## src/rtl/rtc_time_counter.sv

```systemverilog
// Time-of-day core: 1 Hz prescaler plus HH:MM:SS kept as six BCD digits.
// Optional alarm comparator is enabled by defining RTC_ALARM_EN.
module rtc_time_counter #(
    parameter int CLK_HZ  = 50_000_000,
    parameter int PRESC_W = 26
) (
    input  logic        clk,
    input  logic        rst_n,
    input  logic        run,
    input  logic        set_valid,
    input  logic [23:0] set_time,
`ifdef RTC_ALARM_EN
    input  logic        alarm_set_valid,
    input  logic [23:0] alarm_time,
    input  logic        alarm_en,
    output logic        alarm_hit,
`endif
    output logic        set_err,
    output logic        sec_tick,
    output logic [3:0]  h_tens,
    output logic [3:0]  h_ones,
    output logic [3:0]  m_tens,
    output logic [3:0]  m_ones,
    output logic [3:0]  s_tens,
    output logic [3:0]  s_ones
);

    // digit order matches set_time: [5]=h_tens ... [0]=s_ones
    typedef logic [5:0][3:0] tod_t;

    localparam logic [PRESC_W-1:0] PRESC_TC  = PRESC_W'(CLK_HZ - 1);
    localparam logic [PRESC_W-1:0] PRESC_ONE = PRESC_W'(1);

    function automatic logic tod_ok(input tod_t t);
        logic ok;
        ok = 1'b1;
        for (int i = 0; i < 6; i++)
            if (t[i] > 4'd9) ok = 1'b0;
        if (t[1] > 4'd5 || t[3] > 4'd5 || t[5] > 4'd2) ok = 1'b0;
        if (t[5] == 4'd2 && t[4] > 4'd3) ok = 1'b0;
        return ok;
    endfunction

    // Full ripple in one step so 23:59:59 rolls to 00:00:00 on a single edge.
    function automatic tod_t tod_inc(input tod_t t);
        tod_t n;
        n = t;
        if (t[0] != 4'd9) n[0] = t[0] + 4'd1;
        else begin
            n[0] = 4'd0;
            if (t[1] != 4'd5) n[1] = t[1] + 4'd1;
            else begin
                n[1] = 4'd0;
                if (t[2] != 4'd9) n[2] = t[2] + 4'd1;
                else begin
                    n[2] = 4'd0;
                    if (t[3] != 4'd5) n[3] = t[3] + 4'd1;
                    else begin
                        n[3] = 4'd0;
                        if (t[5] == 4'd2 && t[4] == 4'd3) begin
                            n[5] = 4'd0;
                            n[4] = 4'd0;
                        end else if (t[4] == 4'd9) begin
                            n[4] = 4'd0;
                            n[5] = t[5] + 4'd1;
                        end else begin
                            n[4] = t[4] + 4'd1;
                        end
                    end
                end
            end
        end
        return n;
    endfunction

    tod_t               tod;
    logic [PRESC_W-1:0] presc;
    logic               set_ok;
    logic               set_bad;
    logic               tc;

    assign set_ok  = set_valid && tod_ok(set_time);
    assign set_bad = set_valid && !tod_ok(set_time);
    assign tc      = run && (presc == PRESC_TC);

`ifdef RTC_ALARM_EN
    tod_t alarm_t;
    logic armed;
    logic alarm_ok;
    logic alarm_bad;

    assign alarm_ok  = alarm_set_valid && tod_ok(alarm_time);
    assign alarm_bad = alarm_set_valid && !tod_ok(alarm_time);

    // sec_tick marks a natural advance on the previous edge; loads never fire.
    always_ff @(posedge clk) begin
        if (!rst_n) begin
            alarm_t   <= '0;
            armed     <= 1'b0;
            alarm_hit <= 1'b0;
        end else begin
            alarm_hit <= sec_tick && alarm_en && armed && (tod == alarm_t);
            if (alarm_ok) begin
                alarm_t <= alarm_time;
                armed   <= 1'b1;
            end
        end
    end
`else
    logic alarm_bad;
    assign alarm_bad = 1'b0;
`endif

    always_ff @(posedge clk) begin
        if (!rst_n) begin
            tod      <= '0;
            presc    <= '0;
            sec_tick <= 1'b0;
            set_err  <= 1'b0;
        end else begin
            sec_tick <= 1'b0;
            set_err  <= set_bad || alarm_bad;
            if (set_ok) begin
                // a valid load wins over a coincident terminal count
                tod   <= set_time;
                presc <= '0;
            end else if (run) begin
                if (tc) begin
                    presc    <= '0;
                    tod      <= tod_inc(tod);
                    sec_tick <= 1'b1;
                end else begin
                    presc <= presc + PRESC_ONE;
                end
            end
        end
    end

    assign h_tens = tod[5];
    assign h_ones = tod[4];
    assign m_tens = tod[3];
    assign m_ones = tod[2];
    assign s_tens = tod[1];
    assign s_ones = tod[0];

endmodule

```

## config.mk

```make
export PLATFORM = sky130hd
export DESIGN_NAME = rtc_time_counter
export DESIGN_NICKNAME = d
export VERILOG_FILES = /design/src/rtl/rtc_time_counter.sv
export SDC_FILE = /design/constraint.sdc
export NUM_CORES = 1
export LEC_CHECK = 0
export CORE_ASPECT_RATIO = 1.2
export CORE_MARGIN = 2
export CORE_UTILIZATION = 54
export CTS_BUF_LIST = sky130_fd_sc_hd__clkbuf_4
export DETAILED_ROUTE_END_ITERATION = 6
export HOLD_SLACK_MARGIN = 0.1
export PLACE_DENSITY = 0.82
export SLEW_MARGIN = 25
export SYNTH_ARGS = -nofsm -noshare
export SYNTH_HDL_FRONTEND = slang
export SYNTH_SLANG_ARGS = --single-unit
```

## constraint.sdc

```tcl
create_clock -name clk -period 2.8 [get_ports clk]
set_clock_uncertainty 0.05 [all_clocks]
set_input_delay 0.56 -clock clk [delete_from_list [all_inputs] [get_ports clk]]
set_output_delay 0.56 -clock clk [all_outputs]
set_load 0.05 [all_outputs]
```

### Word-level counts from Yosys, hierarchy flattened

Index checks and enable logic that the tools add are counted.

| cells by class | value |
|---|---|
| add/subtract/negate cells | 7 |
| order comparisons | 10 |
| equality and inequality tests | 13 |
| mux-type cells | 24 |
| bitwise operators | 2 |
| reductions and logical operators | 19 |

Operators by type and width:

| cell | number |
|---|---|
| $mux 24 | 3 |
| $add 26x1->26 const B | 1 |
| $eq 26x26->1 const B | 1 |
| $mux 26 | 1 |
| $add 4x1->4 const B | 6 |
| $gt 4x4->1 const B | 6 |
| $mux 4 | 6 |
| $mux 20 | 1 |
| $mux 16 | 1 |
| $mux 8 | 2 |
| $eq 4x2->1 const B | 3 |
| $mux 12 | 1 |
| $mux 1 | 9 |
| $gt 4x2->1 const B | 2 |
| $gt 4x3->1 const B | 2 |
| $ne 2x2->1 const B | 4 |
| $ne 4x3->1 const B | 2 |
| $ne 4x4->1 const B | 2 |
| $reduce_and 7->1 | 1 |
| $reduce_and 6->1 | 1 |
| $logic_and 1x1->1 | 5 |
| $reduce_and 5->1 | 1 |
| $eq 4x4->1 const B | 1 |
| $reduce_and 4->1 | 1 |
| 9 further kinds | 12 |

| word-level totals | value |
|---|---|
| flip-flop bits (word level) | 52 |
| output and inout port bits | 26 |
| word-level logic and storage cells | 84 |

### Longest topological paths before layout

Gate-level depths: netlist of the first run.

| depth | value |
|---|---|
| word-level depth | 12 |
| depth in mapped cells | 8 |

### Least setup slack after synthesis of the first run

No wires, ideal clock.

| path | value |
|---|---|
| kind | reg2reg |
| from | reg tod, in the netlist m_ones[3] |
| to | reg tod, in the netlist h_tens[3] |
| setup time | 0.115 ns |
| arrival time | 2.038 ns |
| path slack | 0.597 ns |
| cell stages (with the launch flop) | 7 |
| buffers on the path | 1 |
| cells stage by stage | dfxtp_1 > nor4bb_1 > nand3_1 > nor4_1 > buf_2 > a21boi_0 > o21ba_2 |

| between the ends | value |
|---|---|
| longest elaborated chain between the ends | 3 |

Ends and longest elaborated chain:

| element | line | RTL |
|---|---|---|
| from (decl) | 76 | `tod_t tod;` |
| from (signal assigned) | 125 | `tod <= set_time;` |
| from (signal assigned) | 130 | `tod <= tod_inc(tod);` |
| $ne 4x4->1 | 54 | `if (t[2] != 4'd9) n[2] = t[2] + 4'd1;` |
| $ne 2x2->1 (no source line) | n/a |  |
| $reduce_and 7->1 (no source line) | n/a |  |

Every way passes these cells.
A chain may end at the register's enable or synchronous reset.

### Final worst setup path of the first run

| path | value |
|---|---|
| from | reg tod, in the netlist s_tens[0] |
| to | out s_tens[0] |

RTL lines:

| element | line | RTL |
|---|---|---|
| to (decl) | 24 | `output logic [3:0] s_tens,` |

No word-level cell between the ends.

==> flow_metrics.env, run 1 <==
export IMPL_drt_first_pass_iters=4
export IMPL_grt_start_max_net_pins=24
export IMPL_wirelength_um=6650
export IMPL_io_pins=54
export IMPL_drt_initial_drc_count=165
export IMPL_synth_top_cell_by_area="dfxtp_1"
export IMPL_critPathMaxStageDelay_ns=0.86
export IMPL_layout_setup_ws_ns=0.447
export IMPL_p_sw_share_pct=24.6
export IMPL_max_clock_path_buffers=2
export IMPL_total_power_uw=1190
export IMPL_wl_per_cell_um=14.9
export IMPL_htreeDepth=2
export IMPL_grt_antenna_before_repair=0
export IMPL_synth_edf_count=0
export IMPL_tns_ns=0
export IMPL_min_period_over_period_pct=84.0
export IMPL_vias_per_cell=5.87
export IMPL_ant_nets=0
export IMPL_path_buf_inv=1
export IMPL_placementRows=28
export IMPL_slew_violations=0
export IMPL_cp_start_kind="flip-flop"
export IMPL_grt_pass1_wl_um=11400
export IMPL_place_hpwl_um=5070
export IMPL_cts_tree="yes"
export IMPL_hold_path_class="flip-flop to flip-flop"
export IMPL_multi_input_area_um2=1670
export IMPL_die_y_um=83.0
export IMPL_netlist_area_um2=2810
export IMPL_cap_violations=0
export IMPL_grt_overflow_total=0
export IMPL_core_area_um2=4970
export IMPL_synth_avg_cell_area_um2=8.59
export IMPL_hold_violations=0
export IMPL_max_clock_freq_mhz=425
export IMPL_root_buffer="clkbuf_4"
export IMPL_finalNetCount=418
export IMPL_fin_crit_ns=2.35
export IMPL_synth_ff_type="dfxtp_1"
export IMPL_post_cts_buffers=0
export IMPL_cpLargestDelayFamily="buffers and inverters"
export IMPL_grt_use_total_pct=23.5
export IMPL_cp_arrival_ns=1.74
export IMPL_internal_power_uw=895
export IMPL_p_seq_share_pct=63.0
export IMPL_insertion_delay_ns=0.38
export IMPL_worst_setup_path_end_kind="output port"
export IMPL_numCtsBuffers=5
export IMPL_num_vias=2619
export IMPL_relSlewSlack_pct=61.3
export IMPL_finalInstanceArea_um2=3510
export IMPL_drive_above_1_share_pct=8.81
export IMPL_synth_warnings=0
export IMPL_io_buffer_count=53
export IMPL_cts_sinks=52
export IMPL_switchingPower_uw=292
export IMPL_cp_max_fo=8
export IMPL_die_area_um2=5800
export IMPL_ctsHoldBuffers=0
export IMPL_setup_viol_count_final=0
export IMPL_diodes=0
export IMPL_clkPwrFrac_pct=29.5
export IMPL_crit_type="flip-flop to output port"
export IMPL_tightest_slew_ns=0.575
export IMPL_synthDistinctLibCells=56
export IMPL_rsz0062_at_grt="no"
export IMPL_ys_async_sr_fraction_pct=0
export IMPL_synth_area_leaders="dfxtp_1 37%, xnor2_1 8.1%, nor2_1 5.6%, nor4_1 3.1%, nand3_1 3.0%"
export IMPL_status="completed"
export IMPL_first_global_vias=2562
export IMPL_syn_num_nets=360
export IMPL_dpl_cell_area_um2=3440
export IMPL_initial_utilization_pct=56.5
export IMPL_fp_dieW_um=69.8
export IMPL_seq_area_frac_synth_pct=37.1
export IMPL_area_growth_pct=24.8
export IMPL_total_leakage_power_uw=0.00110
export IMPL_worst_path_max_delay_cell="clkdlybuf4s50_1"
export IMPL_synth_top_cell_area_share_pct=37.1
export IMPL_path_cells="clkdlybuf4s50_1"
export IMPL_cp_required_ns=2.19
export IMPL_netlist_instances=327
export IMPL_comb_power_share_pct=7.5
export IMPL_dpl_worst_slack_ns=0.0817
export IMPL_fillers=405
export IMPL_ir_worst_vdd_mv=0.236
export IMPL_clk_pin_slew_ns=0.16
export IMPL_gp_congestion=0.875
export IMPL_cts_resized_gates=0
export IMPL_drc=0
export IMPL_ys_ff_latch=52
export IMPL_power_density_nw_per_um2=339
export IMPL_regArea_um2=1040
metrics by stage:
| stage | utilization, % | hold slack (ns) | cells |
|---|---|---|---|
| final | 70.5 | 0.469 | 446 |
| after global routing | 70.5 | 0.490 | 446 |
| after CTS | 70.5 | 0.457 | 446 |
| after detailed placement | 69.2 | 0.435 | 438 |
| after global placement | 69.2 | 0.430 | 438 |
| after floorplan | - | 0.412 | 327 |
routing by layer:
metal | global-route usage, % | wire, um | share of wire, %
met5 | 0 | 0 | 0
met3 | 5.83 | 264 | 4.0
met2 | 41.7 | 3430 | 52
met1 | 26.8 | 2840 | 43
met4 | 8.92 | 118 | 1.8
cells in the mapped netlist (2+ instances only):
library cell / number
dfxtp_1: 52
nor2_1: 42
xnor2_1: 26
nand3_1: 17
o21ai_0: 17
nand2_1: 16
nor4_1: 14
nand4_1: 13
inv_1: 11
a21oi_1: 9
clkbuf_1: 9
o2bb2ai_1: 9
nor3_1: 8
mux2i_1: 7
ha_1: 5
nand2b_1: 5
xor2_1: 5
and4_1: 4
a21boi_0: 3
a311oi_1: 3
a31oi_1: 3
and3_1: 3
and4bb_2: 3
o31a_1: 3
or2_2: 3
a211oi_1: 2
mux2_2: 2
nand3b_1: 2
nor3b_1: 2
nor4bb_1: 2
o21ba_2: 2
flip-flops by register name (all words and copies together), names as in the netlist:
signal,flops
presc,26
h_ones,4
h_tens,4
m_ones,4
m_tens,4
s_ones,4
s_tens,4
sec_tick,1
set_err,1
worst paths after layout:
kind,cells after the start,slack [ns],to,startpoint
worst max-delay path,1,0.45,s_tens[0],s_tens[0]
worst min-delay path,2,0.47,presc[1],presc[1]
worst min register to register,2,0.47,presc[1],presc[1]
worst max register to register,6,0.54,s_ones[3],presc[0]
kinds of logic (layout without fill, tap and decap cells):
logic type	Yosys count	count (layout)	share of synthesized area [%]
AO/OA/AOI/OAI	61	61	14.9
XOR/XNOR	31	31	9.67
adder cells (fa/ha/maj)	5	5	2.23
buffers and inverters	23	82	3.52
flip-flops	52	52	37.1
multiplexers	9	9	3.30
AND/OR/NAND/NOR	146	146	29.3
power by group through the flow:
stage / sequential [uW] / clock (uW) / combinational (uW)
2_1_floorplan: 768 / 0 / 25.7
4_1_cts: 748 / 361 / 89.7
3_3_place_gp: 763 / 0 / 88.4
6_report: 748 / 350 / 89.4
3_5_place_dp: 763 / 0 / 89.6
5_1_grt: 749 / 396 / 97.7
area by class of cell:
cell class | instances | share of cell area [%]
clock buffer | 5 | 1.07
clock inverter | 3 | 0.678
inverter | 11 | 1.18
multi-input combinational | 252 | 47.6
sequential | 52 | 29.7
tap | 60 | 2.14
timing repair buffer | 63 | 17.6
placed cells by master (no fill, tap or decap), types with 8 or more instances in the layout:
cell type	netlist	final
a21oi_1	9	9
buf_4	1	9
clkdlybuf4s50_1	0	53
dfxtp_1	52	52
inv_1	11	11
nand2_1	16	16
nand3_1	17	17
nand4_1	13	13
nor2_1	42	42
nor3_1	8	8
nor4_1	14	14
o21ai_0	17	17
o2bb2ai_1	9	9
xnor2_1	26	26
worst register-to-register path: cells and delay by family (launching register included):
family / cells / cell delay, ns
fa+ha+maj: 1 / 0.18
flops: 1 / 0.41
compound gates: 1 / 0.16
simple gates: 4 / 1.41
No activity file was read; power rests on OpenSTA's default activity.
==> inputs of run 2 (changes only) <==
--- a/config.mk
+++ b/config.mk
@@ -7,11 +7,11 @@
 export LEC_CHECK = 0
 export CORE_ASPECT_RATIO = 1.2
 export CORE_MARGIN = 2
-export CORE_UTILIZATION = 54
+export CORE_UTILIZATION = 49
 export CTS_BUF_LIST = sky130_fd_sc_hd__clkbuf_4
 export DETAILED_ROUTE_END_ITERATION = 6
 export HOLD_SLACK_MARGIN = 0.1
-export PLACE_DENSITY = 0.82
+export PLACE_DENSITY = 0.78
 export SLEW_MARGIN = 25
 export SYNTH_ARGS = -nofsm -noshare
 export SYNTH_HDL_FRONTEND = slang
==> constraint.sdc (replaced) <==
create_clock -name clk -period 2 [get_ports clk]
set_clock_uncertainty 0.05 [all_clocks]
set_input_delay 0.4 -clock clk [delete_from_list [all_inputs] [get_ports clk]]
set_output_delay 0.4 -clock clk [all_outputs]
set_load 0.05 [all_outputs]
==> flow_metrics.env, run 2 (synthesis results as in run 1) <==
export IMPL_fin_crit_ns=2.07
export IMPL_use_met1_pct=27.1
export IMPL_max_clock_path_buffers=2
export IMPL_root_buffer="clkbuf_4"
export IMPL_finalNetCount=489
export IMPL_cp_start_kind="flip-flop"
export IMPL_power_density_nw_per_um2=386
export IMPL_wl_per_cell_um=16.8
export IMPL_grt_start_max_net_pins=24
export IMPL_io_pins=54
export IMPL_ant_nets=0
export IMPL_status="finished, violations left"
export IMPL_use_met3_pct=4.40
export IMPL_fp_dieW_um=73.1
export IMPL_io_buffer_count=53
export IMPL_ir_worst_vdd_mv=0.284
export IMPL_drc=0
export IMPL_slew_violations=0
export IMPL_wirelength_um=8750
export IMPL_drt_initial_drc_count=151
export IMPL_grt_pass1_wl_um=13100
export IMPL_crit_type="flip-flop to flip-flop"
export IMPL_top_usage_layer="met2"
export IMPL_drive_above_1_share_pct=37.3
export IMPL_layout_setup_ws_ns=-0.0724
export IMPL_first_global_vias=2960
export IMPL_diodes=0
export IMPL_cts_tree="yes"
export IMPL_grt_use_total_pct=26.0
export IMPL_initial_utilization_pct=50.2
export IMPL_htreeDepth=2
export IMPL_drt_first_pass_iters=4
export IMPL_final_cell_mix="86 x buf_4, 35 x dfxtp_1, 28 x nor2_1"
export IMPL_cts_sinks=52
export IMPL_cp_required_ns=2.25
export IMPL_numCtsBuffers=5
export IMPL_relSlewSlack_pct=65.5
export IMPL_tns_ns=-0.434
export IMPL_cap_violations=0
export IMPL_rsz0062_at_grt="yes"
export IMPL_dpl_worst_slack_ns=-0.423
export IMPL_min_period_over_period_pct=104
export IMPL_clk_pin_slew_ns=0.16
export IMPL_vias_per_cell=5.84
export IMPL_max_clock_freq_mhz=483
export IMPL_failed_checks="setup timing"
export IMPL_total_leakage_power_uw=0.00164
export IMPL_worst_setup_path_end_kind="flip-flop"
export IMPL_largest_reg_flops=26
export IMPL_cp_max_fo=6
export IMPL_grtUsageMet2_pct=50.6
export IMPL_num_vias=3035
export IMPL_worstHoldPathCells=2
export IMPL_cp_arrival_ns=2.33
export IMPL_largest_register="presc"
export IMPL_area_growth_pct=54.7
export IMPL_grt_antenna_before_repair=0
export IMPL_gp_congestion=0.892
export IMPL_tightest_slew_ns=0.517
export IMPL_placementRows=30
export IMPL_setup_viol_count_final=10
export IMPL_die_area_um2=6360
export IMPL_die_y_um=86.9
export IMPL_final_common_cell="buf_4"
export IMPL_place_hpwl_um=5960
export IMPL_total_power_uw=1680
export IMPL_hold_violations=0
export IMPL_ctsHoldBuffers=0
export IMPL_insertion_delay_ns=0.38
export IMPL_grt_overflow_total=0
export IMPL_worstRegToRegCells=6
export IMPL_hold_path_class="flip-flop to flip-flop"
export IMPL_core_area_um2=5590
-- run 2: changes by cell type in the layout (fill, tap and decap cells not counted), moves of 3 or more --
cell / previous run / this run
dlygate4sd2_1: 0 / 9
nor2_4: 0 / 11
nand3_1: 17 / 14
dfxtp_1: 52 / 35
buf_4: 9 / 86
dfxtp_2: 0 / 17
buf_6: 0 / 4
clkdlybuf4s50_1: 53 / 27
nor4_1: 14 / 9
nor4_4: 1 / 4
nor2_1: 42 / 28
nor2_2: 1 / 4
-- run 2: worst paths after layout --
kind | slack, ns | from | end
worst max-delay path | -0.07 | presc[9] | s_tens[2]
worst min-delay path | 0.47 | presc[1] | presc[1]
worst max register to register | -0.07 | presc[9] | s_tens[2]
worst min register to register | 0.47 | presc[1] | presc[1]
-- run 2: layer usage --
layer | part of all wire (%) | vias to the layer above
met3 | 3.6 | 19
met4 | 2.1 | 0
met1 | 38 | 1468
met2 | 57 | 83
met5 | 0 | -
li1 | - | 1465
-- run 2: area by class of cell --
type                       instances  area, um^2
clock inverter                     2        7.51
timing repair buffer             134        1180
sequential                        52        1060
inverter                          11        41.3
clock buffer                       5        37.5
multi-input combinational        252        1940
tap                               64        80.1
fill                             379        1250
-- run 2: repair_timing --
item,4_1_cts,5_1_grt
cloned,1,3
pin swaps,8,34
gates resized for setup,21,50
endpoints found under the setup margin,22,45
setup buffers,3,2
-- run 2: per-stage QoR --
step	util [%]	hold slack [ns]	std cells	area, um^2
2_1_floorplan	-	0.424	327	2850
3_3_place_gp	70.7	0.435	505	3950
3_5_place_dp	70.7	0.436	505	3950
4_1_cts	72.6	0.458	516	4060
5_1_grt	77.7	0.492	520	4340
6_report	77.7	0.469	520	4340
-- run 2: power breakdown --
part / leakage [uW] / switching [uW] / total, uW / internal, uW
clock network: 0.0000261 / 334 / 458 / 124
logic: 0.00119 / 72.0 / 171 / 99.2
registers: 0.000428 / 6.50 / 1050 / 1040
total: 0.00164 / 412 / 1680 / 1260
-- run 2: critical path: stages, from the launching register on --
cell      delay (ns)
dfxtp_2         0.36
nor4_4          0.33
nand4_1         0.20
or3_4           0.41
buf_4           0.15
a2111o_1        0.30
a311oi_2        0.21
==> inputs of run 3 (changes only) <==
--- a/config.mk
+++ b/config.mk
@@ -7,11 +7,11 @@
 export LEC_CHECK = 0
 export CORE_ASPECT_RATIO = 1.2
 export CORE_MARGIN = 2
-export CORE_UTILIZATION = 49
+export CORE_UTILIZATION = 30
 export CTS_BUF_LIST = sky130_fd_sc_hd__clkbuf_4
 export DETAILED_ROUTE_END_ITERATION = 6
 export HOLD_SLACK_MARGIN = 0.1
-export PLACE_DENSITY = 0.78
+export PLACE_DENSITY = 0.52
 export SLEW_MARGIN = 25
 export SYNTH_ARGS = -nofsm -noshare
 export SYNTH_HDL_FRONTEND = slang
==> flow_metrics.env, run 3 (synthesis results as in run 1) <==
export IMPL_io_pins=54
export IMPL_total_leakage_power_uw=0.00161
export IMPL_drc=0
export IMPL_ant_nets=0
export IMPL_cp_start_kind="flip-flop"
export IMPL_cts_sinks=52
export IMPL_grt_use_total_pct=16.2
export IMPL_crit_type="flip-flop to flip-flop"
export IMPL_first_global_vias=2806
export IMPL_fin_crit_ns=2.06
export IMPL_htreeDepth=2
export IMPL_grt_overflow_total=0
export IMPL_tightest_slew_ns=0.508
export IMPL_rsz0062_at_grt="yes"
export IMPL_die_area_um2=10200
export IMPL_initial_utilization_pct=30.9
export IMPL_placementRows=38
export IMPL_place_hpwl_um=6040
export IMPL_cp_arrival_ns=2.32
export IMPL_fp_dieW_um=92.3
export IMPL_root_buffer="clkbuf_4"
export IMPL_cp_max_fo=8
export IMPL_cap_violations=0
export IMPL_area_growth_pct=52.2
export IMPL_regArea_um2=1060
export IMPL_grt_antenna_before_repair=0
export IMPL_dpl_worst_slack_ns=-0.475
export IMPL_largest_register="presc"
export IMPL_tns_ns=-0.192
export IMPL_hold_violations=0
export IMPL_insertion_delay_ns=0.37
export IMPL_diodes=0
export IMPL_core_area_um2=9080
export IMPL_grt_pass1_wl_um=13000
export IMPL_max_clock_freq_mhz=484
export IMPL_status="finished, violations left"
export IMPL_largest_reg_flops=26
export IMPL_io_buffer_count=53
export IMPL_relSlewSlack_pct=66.3
export IMPL_num_vias=2817
export IMPL_cp_required_ns=2.26
export IMPL_min_period_over_period_pct=103
export IMPL_finalNetCount=490
export IMPL_final_cell_mix="97 x buf_4, 42 x nor2_1, 35 x dfxtp_1"
export IMPL_gp_congestion=0.822
export IMPL_placed_cells=567
export IMPL_clk_pin_slew_ns=0.15
export IMPL_drt_first_pass_iters=4
export IMPL_total_power_uw=1810
export IMPL_wirelength_um=7840
export IMPL_wl_per_cell_um=13.6
export IMPL_final_common_cell="buf_4"
export IMPL_numCtsBuffers=5
export IMPL_failed_checks="setup timing"
export IMPL_slew_violations=0
export IMPL_hold_path_class="input port to flip-flop"
export IMPL_cts_tree="yes"
export IMPL_setup_viol_count_final=9
export IMPL_max_clock_path_buffers=2
export IMPL_power_density_nw_per_um2=424
export IMPL_multi_input_area_um2=1760
export IMPL_hold_ws_ns=0.384
export IMPL_layout_cells_non_filler=578
export IMPL_vias_per_cell=4.87
export IMPL_ir_worst_vdd_mv=0.195
export IMPL_fillers=906
export IMPL_layout_setup_ws_ns=-0.0649
export IMPL_grt_start_max_net_pins=21
export IMPL_drt_initial_drc_count=96
export IMPL_die_y_um=110
export IMPL_drive_above_1_share_pct=34.1
export IMPL_worst_setup_path_end_kind="flip-flop"
[run 3: final timing paths]
path / from / end / slack, ns / cells past startpoint
worst min register to register: presc[1] / presc[1] / 0.46 / 2
worst max-delay path: presc[16] / s_ones[3] / -0.06 / 5
worst max register to register: presc[16] / s_ones[3] / -0.06 / 5
worst min-delay path: run / presc[2] / 0.38 / 4
[run 3: critical path, cell delays in order, from the launching register on]
cell and delay [ns]:
dfxtp_4 0.38, nor4_4 0.33, nand4_1 0.22, or3_4 0.42, or4b_1 0.47, a31oi_1 0.13
[run 3: power by group]
| group | total (uW) | internal [uW] | switching [uW] |
|---|---|---|---|
| clock | 595 | 256 | 339 |
| combinational | 169 | 105 | 64.3 |
| sequential | 1050 | 1040 | 5.49 |
[run 3: layout make-up]
type / count / area share (%)
clock buffer: 5 / 0.878
clock inverter: 3 / 0.878
inverter: 11 / 0.966
multi-input combinational: 252 / 41.2
sequential: 52 / 24.9
tap: 120 / 3.51
timing repair buffer: 135 / 27.7
[run 3: metal layers]
| metal | vias to the layer above | routed length [um] | track usage, % |
|---|---|---|---|
| met5 | - | 0 | 0 |
| met4 | 0 | 74 | 3.84 |
| met3 | 5 | 327 | 3.26 |
| met2 | 48 | 4070 | 30.8 |
| met1 | 1308 | 3370 | 18.5 |
| li1 | 1456 | - | - |
[run 3: stage by stage]
step / utilization, % / cell area (um^2)
after CTS: 46.5 / 4220
after detailed placement: 44.7 / 4060
after floorplan: - / 2850
after global placement: 44.7 / 4060
final: 47.1 / 4270
after global routing: 47.1 / 4270
[run 3: timing repair]
item                       in CTS  in global routing
pin swaps                      10                  5
setup endpoints to repair      34                 46
gates cloned                    1                  1
resized for setup              15                  9
setup buffers                   2                  0
hold endpoints to repair        0                  0
hold buffers                    0                  0
==> edit 1, RTL diff (settings of run 3) <==
`PRESC_W`: 26 -> 52.
--- a/src/rtl/rtc_time_counter.sv
+++ b/src/rtl/rtc_time_counter.sv
@@ -3,5 +3,5 @@
 module rtc_time_counter #(
     parameter int CLK_HZ  = 50_000_000,
-    parameter int PRESC_W = 26
+    parameter int PRESC_W = 52
 ) (
     input  logic        clk,
Check against the original RTL: no difference found for any inputs over 10 cycles, from zero or initial values and one cycle with rst_n low; that may be too few to reach the edited logic, so the function may still have changed.
==> edit 1 against run 3 <==
The flow still finishes with violations (setup timing). Non-clock buffer count up 52. Wire length grew 47%. Sequential share of layout area shrank 0.093 points. Area after synthesis is 42% higher. Cell area grew 50%. Worst setup slack worse by 0.20 ns. Synthesized cell count is 49% higher. Worst hold slack better by 0.055 ns. Total power increased by 60%. Utilization up 1.6 points. Maximum frequency decreased by 8.7%. Combinational power is 23% higher. Sequential cell count increased by 26.
==> edit 1: results (changes against run 3) <==
The critical path's slowest cell is sky130_fd_sc_hd__or4b_4. The routed metal-1 wire length was 4970 um (+48%); the global router's overall resource usage was 0.165 (+0.00369). The routability congestion estimate came out at 0.817 (-0.68%). In the post-synthesis netlist, the biggest area contributors are sky130_fd_sc_hd__dfxtp_1 39%, sky130_fd_sc_hd__xnor2_1 7.7%, sky130_fd_sc_hd__nor2_1 6.4%. The tools report the endpoint of the most critical register-to-register path as m_ones[3]. The clock slew seen by the registers of the worst setup and hold paths was 0.13 ns (-0.02 ns); the initial antenna violation count was 1 (+1). Total wire length after detailed routing: 11500 um (+47%). The number of flip-flops under the largest register name is 52 (+100%), and the final setup violation count is 72 (+63). The filler cell count in the final layout was 1282 (+42%). Ranked by instance count, the synthesized netlist is headed by 78 x sky130_fd_sc_hd__dfxtp_1, 68 x sky130_fd_sc_hd__nor2_1, 39 x sky130_fd_sc_hd__nand2_1.

The share of synthesized area occupied by flip-flops and latches was 0.392 (+0.0212); the number of nets in the final layout was 703 (+43%). Tracing the worst setup path back leads to its startpoint at presc[43]. For the final setup slack of the worst path, the log shows -0.261 ns (-0.196 ns). The run finished, with violations left. The via count of the first global-routing pass is 4180 (+49%), and the count of cells along the worst register-to-register path is 7 (+2).

The wire length of the first global-routing pass was 18700 um (+43%); the worst slew margin relative to its limit was 0.669 (+0.00573). The logs give 5870 um (+44%) for the met2 layer wire length in the routed design and 3 (+1) for the H-tree depth reported by CTS. The final reports fail on setup timing.

The share of layout cells above drive strength 1 works out to 0.394 (+0.0535).
-- edit 1: changes by cell type in the layout (fill, tap and decap cells not counted), moves of 9 or more --
cell / before / now
sky130_fd_sc_hd__buf_4: 97 / 145
sky130_fd_sc_hd__dfxtp_1: 35 / 60
sky130_fd_sc_hd__nand2_1: 16 / 38
sky130_fd_sc_hd__nor2_4: 0 / 20
sky130_fd_sc_hd__nand3_1: 15 / 30
sky130_fd_sc_hd__or3_1: 1 / 13
sky130_fd_sc_hd__o21ai_1: 1 / 11
sky130_fd_sc_hd__a21oi_2: 0 / 9
sky130_fd_sc_hd__o2bb2ai_1: 9 / 0
-- edit 1: worst min-delay path by stage --
stage | start | to | slack [ns]
finish | set_time[4] | s_tens[0] | 0.44
global route | set_time[12] | m_tens[0] | 0.46
CTS | set_time[4] | s_tens[0] | 0.41
detailed placement | presc[28] | presc[28] | 0.45
global placement | presc[28] | presc[28] | 0.44
floorplan | presc[28] | presc[28] | 0.42
-- edit 1: final cells by class --
cell class / count / share of cell area
inverters: 19 / 0.0112
multi-input cells: 375 / 0.432
clock inverters: 7 / 0.0155
repair buffers: 187 / 0.249
flip-flops and latches: 78 / 0.248
well taps: 168 / 0.0329
clock buffers: 9 / 0.0106
diodes: 1 / 0.000391
-- edit 1: kinds of logic after synthesis --
logic type,share of synthesized area
XOR/XNOR,0.108
flip-flops,0.392
AO/OA/AOI/OAI,0.0942
buffers and inverters,0.0392
AND/OR/NAND/NOR,0.318
adder cells (fa/ha/maj),0.0157
multiplexers,0.0333
-- edit 1: worst max-delay path: cells and delay by family (launching register included) --
kind / cells / cell delay (ns)
simple gates: 5 / 1.43
flops: 1 / 0.39
buf+inv: 2 / 0.36
-- edit 1: repair_timing --
action,4_1_cts,5_1_grt
setup endpoints to repair,81,76
setup buffers,4,3
pin swaps,27,31
resized for setup,52,66
gates cloned,1,3
-- edit 1: power groups by stage --
stage	logic [mW]	clock network, mW	registers (mW)
CTS	0.176	1.16	1.56
global placement	0.172	0	1.60
global route	0.223	1.22	1.56
detailed placement	0.174	0	1.60
finish	0.208	1.13	1.56
floorplan	0.0413	0	1.60
-- edit 1: stage by stage --
step | TNS (ns) | cells | hold slack, ns | area [um^2] | power (mW)
2_1_floorplan | -0.427 | 486 | 0.421 | 4040 | 1.64
3_3_place_gp | -34.66 | 819 | 0.442 | 5620 | 1.77
3_5_place_dp | -36.76 | 819 | 0.450 | 5620 | 1.77
4_1_cts | -13.94 | 838 | 0.414 | 6050 | 2.90
5_1_grt | -18.88 | 844 | 0.457 | 6390 | 3.01
6_report | -13.73 | 844 | 0.439 | 6390 | 2.90
-- edit 1: per-layer routing --
metal | global-route usage | up-vias
li1 | - | 2089
met1 | 0.184 | 1956
met2 | 0.299 | 80
met3 | 0.0375 | 16
met4 | 0.0722 | 0
met5 | 0 | -
==> edit 2, RTL diff (settings of run 3) <==
Made on the original files. Add an input register stage for `run`, `set_valid` and `set_time`, without a reset; this delays them by one clock.
--- a/src/rtl/rtc_time_counter.sv
+++ b/src/rtl/rtc_time_counter.sv
@@ -31,4 +31,14 @@
     localparam logic [PRESC_W-1:0] PRESC_TC  = PRESC_W'(CLK_HZ - 1);
     localparam logic [PRESC_W-1:0] PRESC_ONE = PRESC_W'(1);
+
+    logic run_q;
+    logic set_valid_q;
+    logic [23:0] set_time_q;
+
+    always_ff @(posedge clk) begin
+        run_q       <= run;
+        set_valid_q <= set_valid;
+        set_time_q  <= set_time;
+    end
 
     function automatic logic tod_ok(input tod_t t);
@@ -80,7 +90,7 @@
     logic               tc;
 
-    assign set_ok  = set_valid && tod_ok(set_time);
-    assign set_bad = set_valid && !tod_ok(set_time);
-    assign tc      = run && (presc == PRESC_TC);
+    assign set_ok  = set_valid_q && tod_ok(set_time_q);
+    assign set_bad = set_valid_q && !tod_ok(set_time_q);
+    assign tc      = run_q && (presc == PRESC_TC);
 
 `ifdef RTC_ALARM_EN
@@ -123,7 +133,7 @@
             if (set_ok) begin
                 // a valid load wins over a coincident terminal count
-                tod   <= set_time;
+                tod   <= set_time_q;
                 presc <= '0;
-            end else if (run) begin
+            end else if (run_q) begin
                 if (tc) begin
                     presc    <= '0;
Function: changed (Yosys sat finds a counterexample within 4 cycles, from zero or initial values and one cycle with rst_n low).
==> edit 2 against run 3 <==
Total power is 62% higher. Wire length is 10% higher. Area after synthesis is 28% higher. Cell area is 13% higher. Sequential cell count is 26 higher. Combinational power is 15% lower. Worst setup slack better by 0.16 ns. Sequential power is 52% higher. Critical endpoint is now h_tens[1].
==> edit 2: results (changes against run 3) <==
The run finished with clean final reports. The run gives 1.79 nW (+11%) as the static leakage. The share of synthesized area occupied by flip-flops and latches was 0.434 (+0.0638); the HPWL after detailed placement was 6540 um (+8.2%). The total placed instance area is 0.00455 mm^2 (+12%), and the clock latency on the worst-skew pair is 0.43 ns (+0.06 ns). The synthesized netlist net count was 414 (+15%); the pin count of the biggest net entering global routing was 25 (+19%). By area the synthesized netlist is led by sky130_fd_sc_hd__dfxtp_1 43%, sky130_fd_sc_hd__xnor2_1 5.6%, sky130_fd_sc_hd__nor2_1 4.6%. For the minimum setup slack after placement, the log shows -0.0618 ns (+0.414 ns). For the total wire length after detailed routing, the log shows 8650 um (+10%). The detailed router's first-iteration violation count is 120 (+25%), and the detailed-routing iteration count for the pre-antenna-repair pass is 5 (+1).

The routability congestion estimate came out at 0.834 (+1.4%). The root buffer cell chosen for the clock tree is sky130_fd_sc_hd__clkbuf_4. The CTS buffer count was 9 (+4). The H-tree depth reported by CTS was 3 (+1). Among all stages on the critical path, the largest delay is contributed by sky130_fd_sc_hd__dfxtp_1. The share of layout cells above drive strength 1 is 0.269 (-0.0716), and the delay of the slowest cell on the worst path is 0.37 ns (-0.10 ns). The maximum fanout encountered on the critical timing path was 3 (-5). The logs give 2.18 ns (-0.14 ns) for the worst path arrival time and 515 (+5.1%) for the number of nets in the final layout.

The logs give 2964 (+5.6%) for the via count of the first global-routing pass and 0.670 (+0.00680) for the worst slew margin relative to its limit. The clock slew seen by the registers of the worst setup and hold paths is 0.13 ns (-0.02 ns). For the maximum resistive drop on vdd, the log shows 354 uV (+81%).

The fraction of synthesis flops using an asynchronous set or reset pin was 0 (unchanged); the wire length of the first global-routing pass was 14300 um (+9.9%). Ranked by instance count, the synthesized netlist is headed by 78 x sky130_fd_sc_hd__dfxtp_1, 44 x sky130_fd_sc_hd__nor2_1, 32 x sky130_fd_sc_hd__nand2_1.
edit 2: metal layers:
metal | global-route usage | wire (um)
met1 | 0.164 | 3750
met2 | 0.252 | 4460
met3 | 0.0288 | 250
met4 | 0.0600 | 182
met5 | 0 | 0
edit 2: path summary, 6_finish.rpt:
| kind | start | endpoint | slack (ns) | cells past startpoint |
|---|---|---|---|---|
| min reg2reg | set_time_q[12] | m_tens[0] | 0.39 | 2 |
| min | run | run_q | 0.35 | 1 |
| max | presc[1] | h_tens[1] | 0.1 | 8 |
| max reg2reg | presc[1] | h_tens[1] | 0.1 | 8 |
edit 2: power by group:
group          switching [mW]  leakage, nW  total [mW]  internal [mW]
Clock                   0.556       0.0973        1.18          0.627
Combinational          0.0591         1.05       0.143         0.0843
Sequential             0.0177        0.641        1.60           1.59
Total                   0.633         1.79        2.93           2.30
edit 2: worst reg2reg max path, stage by stage, from the launching register on:
cell and delay [ns]:
sky130_fd_sc_hd__dfxtp_1 0.37, sky130_fd_sc_hd__ha_2 0.20, sky130_fd_sc_hd__nand4_1 0.13, sky130_fd_sc_hd__buf_4 0.17
sky130_fd_sc_hd__nor4_4 0.16, sky130_fd_sc_hd__buf_4 0.17, sky130_fd_sc_hd__and4_2 0.28, sky130_fd_sc_hd__mux2i_1 0.21
sky130_fd_sc_hd__o21ai_1 0.07
edit 2: per-stage QoR:
stage	util	hold WS (ns)	instances
after floorplan	-	0.356	381
after global placement	0.391	0.372	623
after detailed placement	0.391	0.368	623
after CTS	0.408	0.325	639
after global routing	0.416	0.307	644
final	0.416	0.352	644
edit 2: area by class of cell:
type	count	area [um^2]
fill	1178	6790
tap	157	196
clock buffer	9	67.6
multi-input combinational	281	1990
clock inverter	7	113
inverter	11	41.3
sequential	78	1570
timing repair buffer	101	853
edit 2: cell families (layout without fill, tap and decap cells):
family / after synthesis / in the layout / share of synthesized area
adders and majority gates: 5 / 5 / 0.0174
buffers and inverters: 22 / 128 / 0.0299
xor gates and xnor gates: 32 / 32 / 0.0780
muxes: 12 / 12 / 0.0334
and+or+nand+nor: 180 / 180 / 0.317
AOI/OAI and AO/OA: 52 / 52 / 0.0898
DFF: 78 / 78 / 0.434
edit 2: what timing repair did:
action                                  CTS  global route
buffers inserted                          0             5
endpoints found under the setup margin   32            14
pin swaps                                 1             5
resized for setup                         6            12
hold buffers                              0             0
